`config.mk`:
```
export PLATFORM = sky130hd
export DESIGN_NAME = pipe_gen_multi
export DESIGN_NICKNAME = d
export VERILOG_FILES = /design/src/rtl/pipe_gen_multi.sv
export SDC_FILE = /design/constraint.sdc
export NUM_CORES = 1
export LEC_CHECK = 0
export CORE_MARGIN = 2
export CORE_UTILIZATION = 57
export CTS_CLUSTER_DIAMETER = 150
export DETAILED_ROUTE_END_ITERATION = 10
export PLACE_DENSITY_LB_ADDON = 0.15
export SLEW_MARGIN = 0
export SYNTH_ARGS = -nofsm -noshare
export SYNTH_HDL_FRONTEND = slang
export SYNTH_SLANG_ARGS = --single-unit
export TNS_END_PERCENT = 30
```
`constraint.sdc`:
```
create_clock -name clk -period 4.8 [get_ports clk]
set_input_delay 0.48 -clock clk [delete_from_list [all_inputs] [get_ports clk]]
set_output_delay 0.48 -clock clk [all_outputs]
set_load 0.02 [all_outputs]
```
`src/rtl/pipe_gen_multi.sv`:
```
// Multi-pipe obstacle generator: scrolls NUM_PIPES pipes left each frame, respawns them
// with LFSR gap heights and reports passes. Optional speed ramp: PIPE_GEN_SPEED_RAMP_EN.
module pipe_gen_multi #(
  parameter int NUM_PIPES       = 3,
  parameter int X_W             = 12,
  parameter int PIPE_START_X    = 600,
  parameter int PIPE_DIST       = 300,
  parameter int PIPE_W          = 80,
  parameter int BIRD_X          = 300,
  parameter int GAP_MIN         = 200,
  parameter int GAP_RANGE       = 300,
  parameter int SPEED_INIT      = 3,
  parameter int SPEED_MAX       = 8,
  parameter int SCORE_PER_LEVEL = 5
) (
  input  logic                       clk,
  input  logic                       rst,
  input  logic                       game_active,
  input  logic                       frame_en,
  input  logic                       seed_load,
  input  logic [15:0]                seed,
  output logic [NUM_PIPES*X_W-1:0]   pipe_x,
  output logic [NUM_PIPES*X_W-1:0]   pipe_gap_y,
  output logic                       score_pulse,
  output logic [3:0]                 pass_count,
  output logic [3:0]                 speed
);

  localparam int              SW        = X_W + 1;
  localparam logic [X_W-1:0]  TH        = X_W'(BIRD_X - PIPE_W);
  localparam logic [X_W-1:0]  GAP_INIT  = X_W'(GAP_MIN + (GAP_RANGE >> 1));
  localparam logic [SW-1:0]   WRAP      = SW'(NUM_PIPES * PIPE_DIST);
  localparam logic [3:0]      SPEED_RST = 4'(SPEED_INIT);
  localparam logic [15:0]     LFSR_RST  = 16'hACE1;

  typedef enum logic {IDLE = 1'b0, RUN = 1'b1} state_t;

  function automatic logic [X_W-1:0] start_x(input int i);
    return X_W'(SW'(PIPE_START_X) + SW'(i * PIPE_DIST));
  endfunction

  // Gap for pipe i: low 9 bits of the LFSR rotated left by 3*i, folded into GAP_RANGE.
  function automatic logic [X_W-1:0] gap_for(input logic [15:0] l, input int i);
    int         s;
    logic [8:0] v;
    logic [8:0] r;
    s = (3 * i) % 16;
    v = 9'((l << s) | (l >> (16 - s)));
    r = (v >= 9'(GAP_RANGE)) ? v - 9'(GAP_RANGE) : v;
    return X_W'(SW'(GAP_MIN) + SW'(r));
  endfunction

  function automatic logic [X_W-1:0] respawn_x(input logic [X_W-1:0] x, input logic [3:0] spd);
    return X_W'(SW'(x) + WRAP - SW'(spd));
  endfunction

  function automatic logic [3:0] count_ones(input logic [NUM_PIPES-1:0] b);
    logic [3:0] c;
    c = '0;
    for (int i = 0; i < NUM_PIPES; i++) c = c + 4'(b[i]);
    return c;
  endfunction

  state_t                state_q, state_d;
  logic                  restore, advance;
  logic [15:0]           lfsr_q, lfsr_d;
  logic [X_W-1:0]        x_q   [NUM_PIPES];
  logic [X_W-1:0]        x_d   [NUM_PIPES];
  logic [X_W-1:0]        gap_q [NUM_PIPES];
  logic [X_W-1:0]        gap_d [NUM_PIPES];
  logic [NUM_PIPES-1:0]  pass_v;
  logic [3:0]            npass;
  logic                  score_q, score_d;
  logic [3:0]            pcount_q, pcount_d;
  logic [3:0]            speed_q;

  always_ff @(posedge clk) begin
    if (rst) state_q <= IDLE;
    else     state_q <= state_d;
  end

  always_comb begin
    state_d = state_q;
    case (state_q)
      IDLE:    if (game_active)  state_d = RUN;
      RUN:     if (!game_active) state_d = IDLE;
      default: state_d = IDLE;
    endcase
  end

  // Leaving RUN restores the layout on the same edge; motion only happens in RUN.
  always_comb begin
    restore = (state_q == RUN) && !game_active;
    advance = (state_q == RUN) && game_active && frame_en;
  end

  always_comb begin
    lfsr_d = lfsr_q;
    if (seed_load)     lfsr_d = (seed == 16'h0000) ? LFSR_RST : seed;
    else if (frame_en) lfsr_d = {lfsr_q[14:0], lfsr_q[15] ^ lfsr_q[13] ^ lfsr_q[12] ^ lfsr_q[10]};
  end

  always_ff @(posedge clk) begin
    if (rst) lfsr_q <= LFSR_RST;
    else     lfsr_q <= lfsr_d;
  end

  always_comb begin
    for (int i = 0; i < NUM_PIPES; i++) begin
      x_d[i]    = x_q[i];
      gap_d[i]  = gap_q[i];
      pass_v[i] = 1'b0;
      if (restore) begin
        x_d[i]   = start_x(i);
        gap_d[i] = GAP_INIT;
      end else if (advance) begin
        if (x_q[i] < X_W'(speed_q)) begin
          x_d[i]   = respawn_x(x_q[i], speed_q);
          gap_d[i] = gap_for(lfsr_q, i);
        end else begin
          x_d[i]    = x_q[i] - X_W'(speed_q);
          pass_v[i] = (x_q[i] >= TH) && (x_d[i] < TH);
        end
      end
    end
    npass    = count_ones(pass_v);
    score_d  = |pass_v;
    pcount_d = score_d ? npass : 4'd0;
  end

  always_ff @(posedge clk) begin
    if (rst) begin
      for (int i = 0; i < NUM_PIPES; i++) begin
        x_q[i]   <= start_x(i);
        gap_q[i] <= GAP_INIT;
      end
      score_q  <= 1'b0;
      pcount_q <= 4'd0;
    end else begin
      for (int i = 0; i < NUM_PIPES; i++) begin
        x_q[i]   <= x_d[i];
        gap_q[i] <= gap_d[i];
      end
      score_q  <= score_d;
      pcount_q <= pcount_d;
    end
  end

`ifdef PIPE_GEN_SPEED_RAMP_EN
  localparam int LW = $clog2(SCORE_PER_LEVEL + 16);

  logic [LW-1:0] lvl_q, lvl_d, lvl_sum;
  logic [3:0]    speed_d;

  // Passes are counted modulo SCORE_PER_LEVEL; each wrap bumps the speed for the next frame.
  always_comb begin
    speed_d = speed_q;
    lvl_d   = lvl_q;
    lvl_sum = lvl_q + LW'(npass);
    if (restore) begin
      speed_d = SPEED_RST;
      lvl_d   = '0;
    end else if (advance) begin
      if (lvl_sum >= LW'(SCORE_PER_LEVEL)) begin
        lvl_d = lvl_sum - LW'(SCORE_PER_LEVEL);
        if (speed_q < 4'(SPEED_MAX)) speed_d = speed_q + 4'd1;
      end else begin
        lvl_d = lvl_sum;
      end
    end
  end

  always_ff @(posedge clk) begin
    if (rst) begin
      speed_q <= SPEED_RST;
      lvl_q   <= '0;
    end else begin
      speed_q <= speed_d;
      lvl_q   <= lvl_d;
    end
  end
`else
  assign speed_q = SPEED_RST;
`endif

  for (genvar g = 0; g < NUM_PIPES; g++) begin : g_pack
    assign pipe_x[g*X_W +: X_W]     = x_q[g];
    assign pipe_gap_y[g*X_W +: X_W] = gap_q[g];
  end

  assign score_pulse = score_q;
  assign pass_count  = pcount_q;
  assign speed       = speed_q;

endmodule

```
# == Word-level counts from Yosys, hierarchy flattened ==
# Memory sizes are Yosys's and may differ from the RTL's.
# Index checks and enable logic that the tools add are counted.
# word_totals
ram_bits,72
in_bits,21
ff_bits,22
memories,2
# memory_table
memory,words,word_bits,rd,rd_clocked_by_memory_dff,wr,line_no,source
gap_q,3,12,3,0,3,69,logic [X_W-1:0] gap_q [NUM_PIPES];
x_q,3,12,3,0,3,67,logic [X_W-1:0] x_q [NUM_PIPES];
# classes
add_sub_neg,17
n_lt_le_gt_ge,12
n_reduce_logical,11
n_mux,43
n_bitwise,12
# op_table
cell,count
$mux W12,24
$sub A12 B2 Y12 const B,6
$mux W16,3
$add A12 B10 Y12 const B,3
$ge A12 B8 Y1 const B,3
$lt A12 B2 Y1 const B,3
$lt A12 B8 Y1 const B,3
$add A8 B9 Y10 const A,3
$ge A9 B9 Y1 const B,3
$mux W9,3
$sub A9 B9 Y9 const B,3
$logic_not A16 Y1,1
$mux W1,13
$or A9 B3 Y9,1
$or A9 B6 Y9,1
$logic_and A1 B1 Y1,6
$or A1 B1 Y1,6
$add A2 B1 Y3,1
$reduce_or A3 Y1,1
$xor A1 B1 Y1,3
$add A1 B1 Y2,1
$reduce_bool A2 Y1,1
$reduce_or A2 Y1,1
$logic_not A1 Y1,1
$not A1 Y1,1

# == Depth between registers and ports, before layout ==
# Gate-level depths: netlist of the first run.
# An unclocked memory read counts as a cell.
# logic_depth
word_depth,10
depth_mapped,13

# == Worst setup path before layout of the first run ==
# OpenSTA, ideal clock, no wires.
# synth_path
kind,register -> register
startpoint,memory x_q[2][5] (netlist: x_q[0][29])
endpoint,register pcount_q[0] (netlist: pass_count[0])
slack_ps,1993
required_time_ps,4675
arrival_time_ps,2682
stages_incl_launch_ff,9
path_buffers,1
cell_sequence,dfxtp_1 -> buf_6 -> or4_4 -> or4_4 -> xor2_1 -> nand4_2 -> a211oi_2 -> fa_1 -> nor3b_1
# synth_rtl
element,line_no,source
start: declaration,67,
end signal: assignment,145,pcount_q <= pcount_d;
end: declaration,74,"logic [3:0] pcount_q, pcount_d;"

==> results of run 1 <==
==> cells in the final DEF, fill, tap and decap left out, types with 3 or more instances in the layout <==
cell and n:
a21boi_0 6, o211ai_1 9, nand2b_1 13, conb_1 12
nand2_1 81, inv_6 4, clkdlybuf4s50_1 89, a21oi_1 68
o22ai_1 8, a311oi_1 3, o21a_1 4, or4_1 5
clkbuf_8 9, dfxtp_1 86, nor2_1 66, o31ai_1 7
nor4b_1 3, buf_4 4, xor2_1 12, a31oi_1 12
nor3_2 4, or3_1 9, inv_1 21, a211o_1 5
nand4_1 5, mux2_2 6, nand3_1 22, nor3b_1 7
ha_1 14, nor3_1 28, a211oi_1 5, mux2i_1 10
nor4_1 12, and3_1 4, o311ai_0 3, or4_4 3
xnor2_1 14, o21ai_0 37, a21o_1 5
==> flip-flops by register name (all words and copies together), names as in the netlist <==
register     flops
x_q             36
gap_q           30
lfsr_q          16
pass_count       2
score_pulse      1
state_q          1
==> cell type report <==
class                           instances  share of cell area, %
Tap cell                              108                  2.161
Timing Repair Buffer                   93                  14.73
Inverter                               21                  1.261
Multi-Input combinational cell        532                  51.09
Sequential cell                        86                  27.54
Clock buffer                            9                  1.981
Clock inverter                          7                  1.241
==> worst max-delay path, stage by stage, from the launching register on <==
cell	delay, ns
dfxtp_1	0.44
or4_4	0.62
or4_4	0.52
xor2_1	0.17
nand4_2	0.13
a211oi_2	0.37
fa_1	0.45
nor3b_1	0.15
==> metal layers <==
layer	vias up	part of all wire, %
met5	-	0
met4	0	1.9
met3	25	6.3
met2	192	49
met1	2468	43
li1	2557	-
==> kinds of logic (layout without fill, tap and decap cells) <==
logic type | count (synthesis) | count (layout)
AND/OR/NAND/NOR | 271 | 271
AO/OA/AOI/OAI | 192 | 192
flip-flops | 86 | 86
buffers and inverters | 78 | 130
XOR/XNOR | 26 | 26
multiplexers | 16 | 16
adder cells (fa/ha/maj) | 15 | 15
other | 2 | 12
==> worst min-delay path by stage <==
stage / end / startpoint / cells past startpoint
CTS: gap_q[0][7] / gap_q[0][7] / 2
global route: gap_q[0][5] / gap_q[0][5] / 2
finish: gap_q[0][7] / gap_q[0][7] / 2
detailed placement: gap_q[0][7] / gap_q[0][7] / 2
floorplan: gap_q[0][25] / lfsr_q[11] / 2
global placement: gap_q[0][7] / gap_q[0][7] / 2
==> through the flow <==
| step | utilization [%] | worst slack [ns] | hold WS (ns) | power [W] | area [sq um] |
|---|---|---|---|---|---|
| after floorplan | - | 1.993 | 0.4742 | 0.0009352 | 5265 |
| final | 71.00 | 1.807 | 0.4579 | 0.001510 | 6252 |
| after CTS | 71.00 | 1.803 | 0.4565 | 0.001516 | 6252 |
| after detailed placement | 68.71 | 1.805 | 0.4437 | 0.0009915 | 6051 |
| after global placement | 68.71 | 1.853 | 0.4444 | 0.0009837 | 6051 |
| after global routing | 71.00 | 1.624 | 0.4850 | 0.001577 | 6252 |
==> where the power goes <==
group          total, W  internal, W  leakage, nW  switching (W)
clock          0.000531     0.000247        0.101       0.000284
sequential     0.000757     0.000725        0.699      0.0000323
combinational  0.000221    0.0000927         1.49       0.000129
==> metrics, run 1 <==
Die W=99.77 um; Core ar.=between 8000 and 9000 sq um; most frequent cell after synthesis=dfxtp_1; clock sink count=86; GRT overflow=0; initial antenna violation count=0; final hold vios=0; crit path kind=reg -> reg; # fillers=711; vias post-DR=approximately 5200; register area share after synthesis=32.93%; Synth area leaders=dfxtp_1 33%, a21oi_1 6.6%, nand2_1 5.8%; sum of negative setup slack=0 ns; wire per inst=~15 um; hold_buf cts=0; met3 GRT Util=4.216%; largest family of logic cells by synthesized area=simple AND/OR/NAND/NOR gates; maximum vdd drop=0.1393 mV; commonest cells in the netlist=86 x dfxtp_1, 81 x nand2_1, 69 x a21oi_1, 66 x nor2_1, 37 x o21ai_0; drt drc=0; number of diodes=0; average size of a mapped cell=7.620 sq um; Post-synth ARST share=0%; DRT iter0 DRCs=247; I/O Pins=102; Max Freq=0.3342 GHz; # resized after CTS=0; worst rel slew slack=19.06%; clk slew on worst S/H paths=0.09 ns; Synth Area in Adders=3.734%; CP startpoint=x_q[0][28]; Most used DFF post-synth=dfxtp_1; nets=779; Arrival @ worst endpoint=3.20 ns; layout cells sized above 1=around 5.9%; DR pass1 iterations=4; crit path capture=pass_count[0]; CTS Buffer Depth=2; final period utilization=around 62%; Cell Count Post-Placement=840; FF-to-FF Start=x_q[0][28]; Seq. cell area=1722 sq um; outcome=finished, final reports clean; I/O Buffers=89; M1 GR Usage=34.00%; Total GRT Usage=a little over a quarter; DIE AREA=9953 sq um; R2R Setup Slk=1.81 ns; vias in the first global route=~4800; post-detail-place hpwl=9.445 mm; Finished Layout Cells=856; Least-Margin Pin Slew=approximately 1.2 ns; synthesis-to-finish area growth=19.60%; Vias/cell=6.124; first-pass GRT wire length=21.86 mm; R2R depth=7; mux contribution to synthesized area=under 10%; Synth Cell Area=between 5000 and 6000 sq um; r2r endpoint=pass_count[0]; Root Buffer=clkbuf_8; RSZ-0062 raised after global routing=no; grt peak-use layer=met2; Pleak=about 2.3 nW; Synth Warn #=0; Initial Utilization=about three fifths; #FFs+latches synth=86; fin crit period=2.993 ns; xor/xnor share of the synthesized area=4.356%; area of the multi-input gates=3194 sq um; crit path launch type=register; Worst Hold Class=reg -> reg; worst skew pair latency=between 0.3 and 0.4 ns; critical path peak fanout=13; Synth Area in Compound Gates=23.36%; post-synth top area share=32.93%; Pwr Density=roughly 240 nW/um^2; CTS tree=built; simple-gate portion of the synthesized area=25.51%; grt met2 use=45.37%; total wire length=approximately 13 mm; Num CTS Buffers=9; GP Congestion=0.9540; Required @ worst endpoint=5.01 ns; EDFF count, synth=0; CP endpoint kind=register; # rows=34; Post-CTS Setup Bufs=0; max_cap viols=0; final setup fails=0; area leader, netlist=dfxtp_1; Final Slew Violations=0; H-tree depth=3; die height=about 100 um; pin count of the biggest net entering global routing=33; post-synthesis cell count=686; number of library cell types mapped by synthesis=65; Fin Clk Skew=0.01102 ns; Post-DRT Antenna Nets=0
No activity file was read; power rests on OpenSTA's default activity.
==> run 2: changes to the inputs <==
--- a/config.mk
+++ b/config.mk
@@ -6,7 +6,7 @@
 export NUM_CORES = 1
 export LEC_CHECK = 0
 export CORE_MARGIN = 2
-export CORE_UTILIZATION = 57
+export CORE_UTILIZATION = 53
 export CTS_CLUSTER_DIAMETER = 150
 export DETAILED_ROUTE_END_ITERATION = 10
 export PLACE_DENSITY_LB_ADDON = 0.15
==> constraint.sdc (replaced) <==
create_clock -name clk -period 3 [get_ports clk]
set_input_delay 0.3 -clock clk [delete_from_list [all_inputs] [get_ports clk]]
set_output_delay 0.3 -clock clk [all_outputs]
set_load 0.02 [all_outputs]
==> run 2 against run 1 <==
Net effect:
- via count fell by 0.21%
- cell area increased by 3.6%
- clock skew shrank 0.0019 ns
- first-iteration DRC count is 36% lower
- sequential share of layout area is 0.92 points lower
==> metrics, run 2 (synthesis results as in run 1) <==
Vias/cell=between 5 and 6; # rows=36; Root Buffer=clkbuf_8; Clock Power Share=39.2%; max_cap viols=0; Post-DRT Antenna Nets=0; total wire length=13.47 mm; final setup fails=0; clock sink count=86; sum of negative setup slack=0 ns; first-pass GRT wire length=22.08 mm; I/O Pins=102; vias post-DR=roughly 5200; fin crit period=2.826 ns; Cell Count Post-Placement=881; Post-CTS Setup Bufs=0; crit path kind=reg -> reg; critical path peak fanout=8; Die W=around 100 um; RSZ-0062 raised after global routing=no; die height=103.3 um; layout cells sized above 1=7.984%; number of flip-flops in the largest register=36; Fin Clk Skew=0.009141 ns; number of diodes=0; Initial Utilization=a little over half; most frequent cells in the layout=89 x clkdlybuf4s50_1, 84 x dfxtp_1, 81 x nand2_1; worst skew pair latency=0.36 ns; I/O Buffers=89; final hold vios=0; # fillers=854; Largest regs=x_q: 36 flops, gap_q: 30 flops, lfsr_q: 16 flops; DR pass1 iterations=5; Internal=0.001921 W; worst rel slew slack=51.10%; clk slew on worst S/H paths=roughly 0.08 ns; H-tree depth=3; Required @ worst endpoint=3.25 ns; GRT overflow=0; Pwr Density=roughly 400 nW/um^2; Core ar.=around 9700 sq um; drt drc=0; maximum vdd drop=approximately 0.26 mV; R2R Setup Slk=0.17 ns; outcome=finished, final reports clean; initial antenna violation count=0; CTS Buffer Depth=2; GP Congestion=0.8936; Largest Register=x_q; Pleak=2.398 nW; CTS tree=built; design area=about 6500 sq um; wire per inst=15.02 um; nets=795; Placed Area=just over 6000 sq um; post-detail-place hpwl=9.731 mm; Total GRT Usage=about a quarter; DRT iter0 DRCs=roughly 160; final period utilization=94.21%; Finished Layout Cells=897; vias in the first global route=around 4800; Least-Margin Pin Slew=0.7279 ns; crit path launch type=register; synthesis-to-finish area growth=23.93%; sequential share of power=46.4%; sw frac=around a quarter; DIE AREA=10670 sq um; Sw Pwr=0.0006735 W; Num CTS Buffers=9; logic gate share of total power=14.4%; most common cell after layout, fill and taps aside=clkdlybuf4s50_1; Final Slew Violations=0; Worst Hold Class=reg -> reg; pin count of the biggest net entering global routing=47; Max Freq=between 0.3 and 0.4 GHz; Arrival @ worst endpoint=3.08 ns; CP endpoint kind=register
[run 2: routing by layer]
metal  global-route usage, %  routed length [um]  vias to the layer above
met1                   33.07                5973                     2459
li1                        -                   -                     2585
met3                   2.957                 658                       23
met4                   11.23                 284                        0
met5                       0                   0                        -
met2                   44.06                6557                      164
[run 2: power by group through the flow]
| stage | Clock [W] | Sequential (W) | Combinational [W] |
|---|---|---|---|
| after floorplan | 0 | 0.00121 | 0.000287 |
| after global placement | 0 | 0.00123 | 0.000357 |
| after detailed placement | 0 | 0.00123 | 0.000368 |
| after CTS | 0.00104 | 0.00120 | 0.000371 |
| after global routing | 0.00109 | 0.00121 | 0.000418 |
| final | 0.00102 | 0.00120 | 0.000374 |
[run 2: repair_timing]
| action | in CTS | in global routing |
|---|---|---|
| endpoints found under the setup margin | 0 | 1 |
| hold endpoints to repair | 0 | 0 |
| hold buffers | 0 | 0 |
| gates resized for setup | 0 | 4 |
[run 2: metrics by stage]
step	util [%]	setup WS, ns	power (W)	hold slack, ns
6_report	66.90	0.1736	0.002594	0.4548
4_1_cts	66.74	0.08093	0.002616	0.4591
2_1_floorplan	-	0.1929	0.001496	0.4386
5_1_grt	66.90	0.004688	0.002712	0.4865
3_3_place_gp	64.17	0.2243	0.001584	0.4383
3_5_place_dp	64.17	0.1036	0.001597	0.4473
[run 2: worst max-delay path: stages (launching register included)]
cell	delay, ns
dfxtp_1	0.37
ha_1	0.30
or3_4	0.39
or4_4	0.44
xor2_1	0.17
nand4_2	0.14
a211oi_4	0.30
fa_1	0.44
nor3b_1	0.15
[run 2: worst paths after layout]
path / startpoint / to / depth (start not counted)
max: x_q[0][24] / pass_count[0] / 8
min: gap_q[0][24] / gap_q[0][24] / 2
max reg2reg: x_q[0][24] / pass_count[0] / 8
min reg2reg: gap_q[0][24] / gap_q[0][24] / 2
[run 2: layout make-up]
class | count | area, sq um | area share (%)
clock buffers | 13 | 158.9 | 2.453
clock inverters | 3 | 90.09 | 1.390
inverters | 21 | 78.83 | 1.217
multi-input cells | 532 | 3207 | 49.50
flip-flops and latches | 86 | 1724 | 26.61
well taps | 133 | 166.4 | 2.569
repair buffers | 109 | 1054 | 16.26
==> run 3: changes to the inputs <==
--- a/config.mk
+++ b/config.mk
@@ -5,6 +5,7 @@
 export SDC_FILE = /design/constraint.sdc
 export NUM_CORES = 1
 export LEC_CHECK = 0
+export CAP_MARGIN = 15
 export CORE_MARGIN = 2
 export CORE_UTILIZATION = 53
 export CTS_CLUSTER_DIAMETER = 150
==> results of run 3 <==
No change in the layout: final DEF, timing and power equal those of run 2.
==> RTL edit 1: new RTL, flow settings as in run 3 <==
Set the parameter `X_W` to 24 (it was 12).
--- a/src/rtl/pipe_gen_multi.sv
+++ b/src/rtl/pipe_gen_multi.sv
@@ -2,7 +2,7 @@
 // with LFSR gap heights and reports passes. Optional speed ramp: PIPE_GEN_SPEED_RAMP_EN.
 module pipe_gen_multi #(
   parameter int NUM_PIPES       = 3,
-  parameter int X_W             = 12,
+  parameter int X_W             = 24,
   parameter int PIPE_START_X    = 600,
   parameter int PIPE_DIST       = 300,
   parameter int PIPE_W          = 80,
Interface: changed (resized pipe_gap_y and pipe_x); port bits go from 102 to 174. No check against the original RTL was run, so the function may have changed too.
==> RTL edit 1 against run 3 <==
  * Combinational power up 17%
  * Cell area rose by 49%
  * Routed wire length is 55% higher
  * Sequential cell count increased by 36
  * Setup slack lost 94 ps
  * Total power increased by 56%
  * Synthesized area grew 45%
  * Critical path type unchanged
  * Largest cell class unchanged
  * Highest routed layer unchanged
==> RTL edit 1: results (changes against run 3) <==
* Status: finished, final reports clean
* Initial DRC count at 829 (+420%)
* Synthesized instance count at 994 (+45%)
* Per-cell routed wire length at 15.7 um (+4.7%)
* Layout cells sized above 1 at 0.105 (+0.0248)
* Max IR drop VDD at 0.398 mV (+52%)
* CP max stage cell: or4_2
* Pre-CTS setup slack at 30.5 ps (-73.1 ps)
* I/O Buffers at 125 (+40%)
* Leading cell types by count after synthesis: 122 x dfxtp_1, 110 x nor2_1, 93 x nand2_1
* Placed inst area at 0.00907 mm^2 (+46%)
* Synth Area in XOR/XNOR at 0.0415 (-0.00204)
* Critical Path AT at 3260 ps (+180 ps)
* Worst r2r path cells at 7 (-1)
* Largest net degree at the start of global routing at 46 (-2.1%)
* H-tree depth at 4 (+1)
* Largest registers: x_q: 72 flops, gap_q: 30 flops, lfsr_q: 16 flops
* Layout Skew at 6.85 ps (-2.29 ps)
* Min-Delay Endpoint: gap_q[0][48]$_SDFFE_PP0P_
* Placer's final routability congestion estimate at 0.914 (+2.3%)
* Global-route wire length before repair at 33.2 mm (+50%)
* Count of cell types in the netlist at 84 (+29%)
* DRT Pass-1 Iters at 7 (+2)
* Clock share of power at 0.478 (+0.086)
* Fraction of the mapped netlist area in compound gates at 0.213 (-0.0209)
* CP startpoint: x_q[0][1]$_SDFFE_PP0P_
* Gr usage total at 0.272 (+0.0138)
* Worst-path maximum fanout at 9 (+1)
* Post-synthesis mux area share at 0.0277 (-0.00439)
* Cell Count, Final, Fillers Out at 1,327 (+48%)
* Clk root buf: clkbuf_16
==> RTL edit 1: cell count changes in the layout (fill, tap and decap cells not counted), sizes merged, moves of 12 or more <==
| cell | delta |
|---|---|
| nor2 | +45 |
| buf | +40 |
| clkdlybuf4s50 | +36 |
| conb | +36 |
| dfxtp | +36 |
| a21oi | +20 |
| o21ai | +17 |
| nor4 | +16 |
| or3 | +14 |
| clkbuf | +13 |
| nor3 | +13 |
| nand2 | +12 |
==> RTL edit 1: area by class of cell <==
cell class / instances / area share
sequential: 122 / 0.253
clock buffer: 26 / 0.0548
tap: 180 / 0.0233
inverter: 21 / 0.00816
clock inverter: 6 / 0.00362
timing repair buffer: 185 / 0.179
multi-input combinational: 787 / 0.479
==> RTL edit 1: per-layer routing <==
layer  wire [um]  vias to the layer above  GRT usage
li1            -                     3795          -
met1        9350                     3654      0.363
met2        9630                      297      0.427
met3        1600                       28     0.0723
met4         294                        0     0.0916
met5           0                        -          0
==> RTL edit 2: new RTL, flow settings as in run 3 <==
Without the edit above. Register the inputs `game_active`, `frame_en`, `seed_load` and `seed` before use, without a reset. The logic sees them one clock later.
--- a/src/rtl/pipe_gen_multi.sv
+++ b/src/rtl/pipe_gen_multi.sv
@@ -35,6 +35,18 @@
 
   typedef enum logic {IDLE = 1'b0, RUN = 1'b1} state_t;
 
+  logic game_active_q;
+  logic frame_en_q;
+  logic seed_load_q;
+  logic [15:0] seed_q;
+
+  always_ff @(posedge clk) begin
+    game_active_q <= game_active;
+    frame_en_q    <= frame_en;
+    seed_load_q   <= seed_load;
+    seed_q        <= seed;
+  end
+
   function automatic logic [X_W-1:0] start_x(input int i);
     return X_W'(SW'(PIPE_START_X) + SW'(i * PIPE_DIST));
   endfunction
@@ -82,22 +94,22 @@
   always_comb begin
     state_d = state_q;
     case (state_q)
-      IDLE:    if (game_active)  state_d = RUN;
-      RUN:     if (!game_active) state_d = IDLE;
+      IDLE:    if (game_active_q)  state_d = RUN;
+      RUN:     if (!game_active_q) state_d = IDLE;
       default: state_d = IDLE;
     endcase
   end
 
   // Leaving RUN restores the layout on the same edge; motion only happens in RUN.
   always_comb begin
-    restore = (state_q == RUN) && !game_active;
-    advance = (state_q == RUN) && game_active && frame_en;
+    restore = (state_q == RUN) && !game_active_q;
+    advance = (state_q == RUN) && game_active_q && frame_en_q;
   end
 
   always_comb begin
     lfsr_d = lfsr_q;
-    if (seed_load)     lfsr_d = (seed == 16'h0000) ? LFSR_RST : seed;
-    else if (frame_en) lfsr_d = {lfsr_q[14:0], lfsr_q[15] ^ lfsr_q[13] ^ lfsr_q[12] ^ lfsr_q[10]};
+    if (seed_load_q)     lfsr_d = (seed_q == 16'h0000) ? LFSR_RST : seed_q;
+    else if (frame_en_q) lfsr_d = {lfsr_q[14:0], lfsr_q[15] ^ lfsr_q[13] ^ lfsr_q[12] ^ lfsr_q[10]};
   end
 
   always_ff @(posedge clk) begin
Function: changed (Yosys sat finds a counterexample within 4 cycles, from zero or initial values and one cycle with rst high).
==> RTL edit 2 against run 3 <==
  * Setup slack better by 160 ps
  * Synthesized area up 11%
  * Largest power group unchanged
  * Routed wire length up 0.80%
  * Sequential share of layout area up 3.6 points
  * Non-clock buffer count down 3
  * Total power up 8.3%
  * Cell area up 7.6%
  * Critical endpoint is now gap_q[0][21]$_SDFFE_PP0P_
  * Sequential cell count up 19
==> RTL edit 2: results (changes against run 3) <==
* Worst-Skew Late Latency at 380 ps (+20 ps)
* H-tree depth at 3 (unchanged)
* N_diodes at 0 (unchanged)
* Count of cell types in the netlist at 78 (+20%)
* Global-route wire length before repair at 22.4 mm (+1.7%)
* Post-Place Cells at 900 (+2.2%)
* CTS Buffer Depth at 2 (unchanged)
* HPWL after detailed placement at 10.1 mm (+3.5%)
* Worst-margin pin slew at 616 ps (-112 ps)
* Vias in the first global route at 4,714 (-1.7%)
* Status: finished, final reports clean
* Worst r2r path cells at 11 (+3)
* Num CTS Buffers at 9 (unchanged)
* Clock-pin transition on the worst setup and hold timing paths at 110 ps (+30 ps)
* I/O Buffers at 89 (unchanged)
* Top cell family by delay on the critical path: compound AO/OA/AOI/OAI gates
* Fillers at 954 (+12%)
* Share of flip-flops with an asynchronous set or reset at 0 (unchanged)
* Max IR drop VDD at 0.296 mV (+13%)
* Seq/Total Area, Yosys at 0.361 (+0.0318)
* Pre-CTS setup slack at 241 ps (+137 ps)
* Worst-path maximum fanout at 11 (+3)
* CP max stage delay at 440 ps (about the same)
* Hold path depth at 1 (-1)
* Ranking of synthesized cells by area: dfxtp_1 36%, nand2_1 5.2%, a21oi_1 4.9%
* Initial DRC count at 315 (+98%)
* Per-cell routed wire length at 14.8 um (-1.3%)
* Placer's final routability congestion estimate at 0.901 (+0.81%)
* Layout Skew at 11.8 ps (+2.64 ps)
* Hold Path Class: input port to flip-flop
* EDFF count, synth at 0 (unchanged)
* Drt drc at 0 (unchanged)
* Final Net Count at 807 (+1.5%)
* Leading cell types by count after synthesis: 105 x dfxtp_1, 81 x nand2_1, 70 x nor2_1
* Cell Count, Final, Fillers Out at 916 (+2.1%)
* Syn_area_per_cell at 8.28 um^2 (+8.7%)
* Placed inst area at 0.00675 mm^2 (+8.6%)
* Largest registers: x_q: 36 flops, gap_q: 30 flops
* Layout cells sized above 1 at 0.0966 (+0.0168)
* Leakage at 2.56 nW (+6.6%)
* Total setup buffers inserted after CTS at 0 (unchanged)
* CP max stage cell: dfxtp_2
* Via count at 5,196 (-0.67%)
* Critical Path AT at 2930 ps (-150 ps)
* Largest net degree at the start of global routing at 26 (-45%)
* Gr usage total at 0.238 (-0.0202)
* Antenna violations before repair at 0 (unchanged)
* DRT Pass-1 Iters at 4 (-1)
* Clk root buf: clkbuf_8
==> RTL edit 2: cell count changes after synthesis, moves of 5 or more <==
cell / delta
dfxtp_1: +19
a21oi_1: -12
o21ai_0: -12
nor3_1: -11
a31oi_1: -8
mux2i_1: +7
o211ai_1: +7
a21boi_0: -5
a21o_1: +5
nor3b_1: -5
==> RTL edit 2: kinds of logic (layout without fill, tap and decap cells) <==
family,Yosys count,in the layout,synth area share
xor+xnor,27,27,0.0406
fa+ha+maj,15,15,0.0335
simple gates,267,267,0.233
compound gates,186,186,0.222
mux,24,24,0.0434
flops,105,105,0.361
other cells,2,12,0.00129
buf+inv,77,140,0.0647
==> RTL edit 2: layer usage <==
metal / up-vias / wire [um] / part of all wire / GRT usage
met2: 105 / 6790 / 0.50 / 0.415
li1: 2635 / - / - / -
met1: 2442 / 6050 / 0.45 / 0.306
met3: 14 / 569 / 0.042 / 0.0377
met5: - / 0 / 0 / 0
met4: 0 / 175 / 0.013 / 0.0641
==> RTL edit 2: final timing paths <==
check                      startpoint                        end  slack (ps)
max            lfsr_q[0]$_SDFFE_PP1P_  gap_q[0][21]$_SDFFE_PP0P_         330
min                           seed[8]          seed_q[8]$_DFF_P_         350
max reg2reg    lfsr_q[0]$_SDFFE_PP1P_  gap_q[0][21]$_SDFFE_PP0P_         330
min reg2reg  gap_q[0][5]$_SDFFE_PP0P_   gap_q[0][5]$_SDFFE_PP0P_         460
==> RTL edit 2: final cells by class <==
| class | count | area [um^2] | share of cell area |
|---|---|---|---|
| well taps | 140 | 175 | 0.0251 |
| multi-input cells | 531 | 3390 | 0.486 |
| inverters | 18 | 67.6 | 0.00969 |
| flip-flops and latches | 105 | 2100 | 0.302 |
| clock buffers | 10 | 138 | 0.0197 |
| clock inverters | 6 | 78.8 | 0.0113 |
| repair buffers | 106 | 1020 | 0.146 |
==> RTL edit 2: repair_timing <==
action | 4_1_cts | 5_1_grt
setup endpoints to repair | 0 | 2
hold buffers | 0 | 0
gates resized for setup | 0 | 2
==> RTL edit 2: where the power goes <==
part | leakage, nW | internal, mW | switching (mW)
Sequential | 0.858 | 1.43 | 0.0496
Combinational | 1.59 | 0.170 | 0.216
Clock | 0.111 | 0.428 | 0.520
==> RTL edit 2: worst register-to-register path, cell delays in order, from the launching register on <==
cell       delay (ps)
dfxtp_2           440
ha_1              260
nand4bb_1         220
o2bb2ai_2         330
o31ai_4           110
nand2_1           100
o21ai_0           120
ha_1              250
a221oi_1          400
a211oi_1          140
a21oi_1           130
nor2_1             50
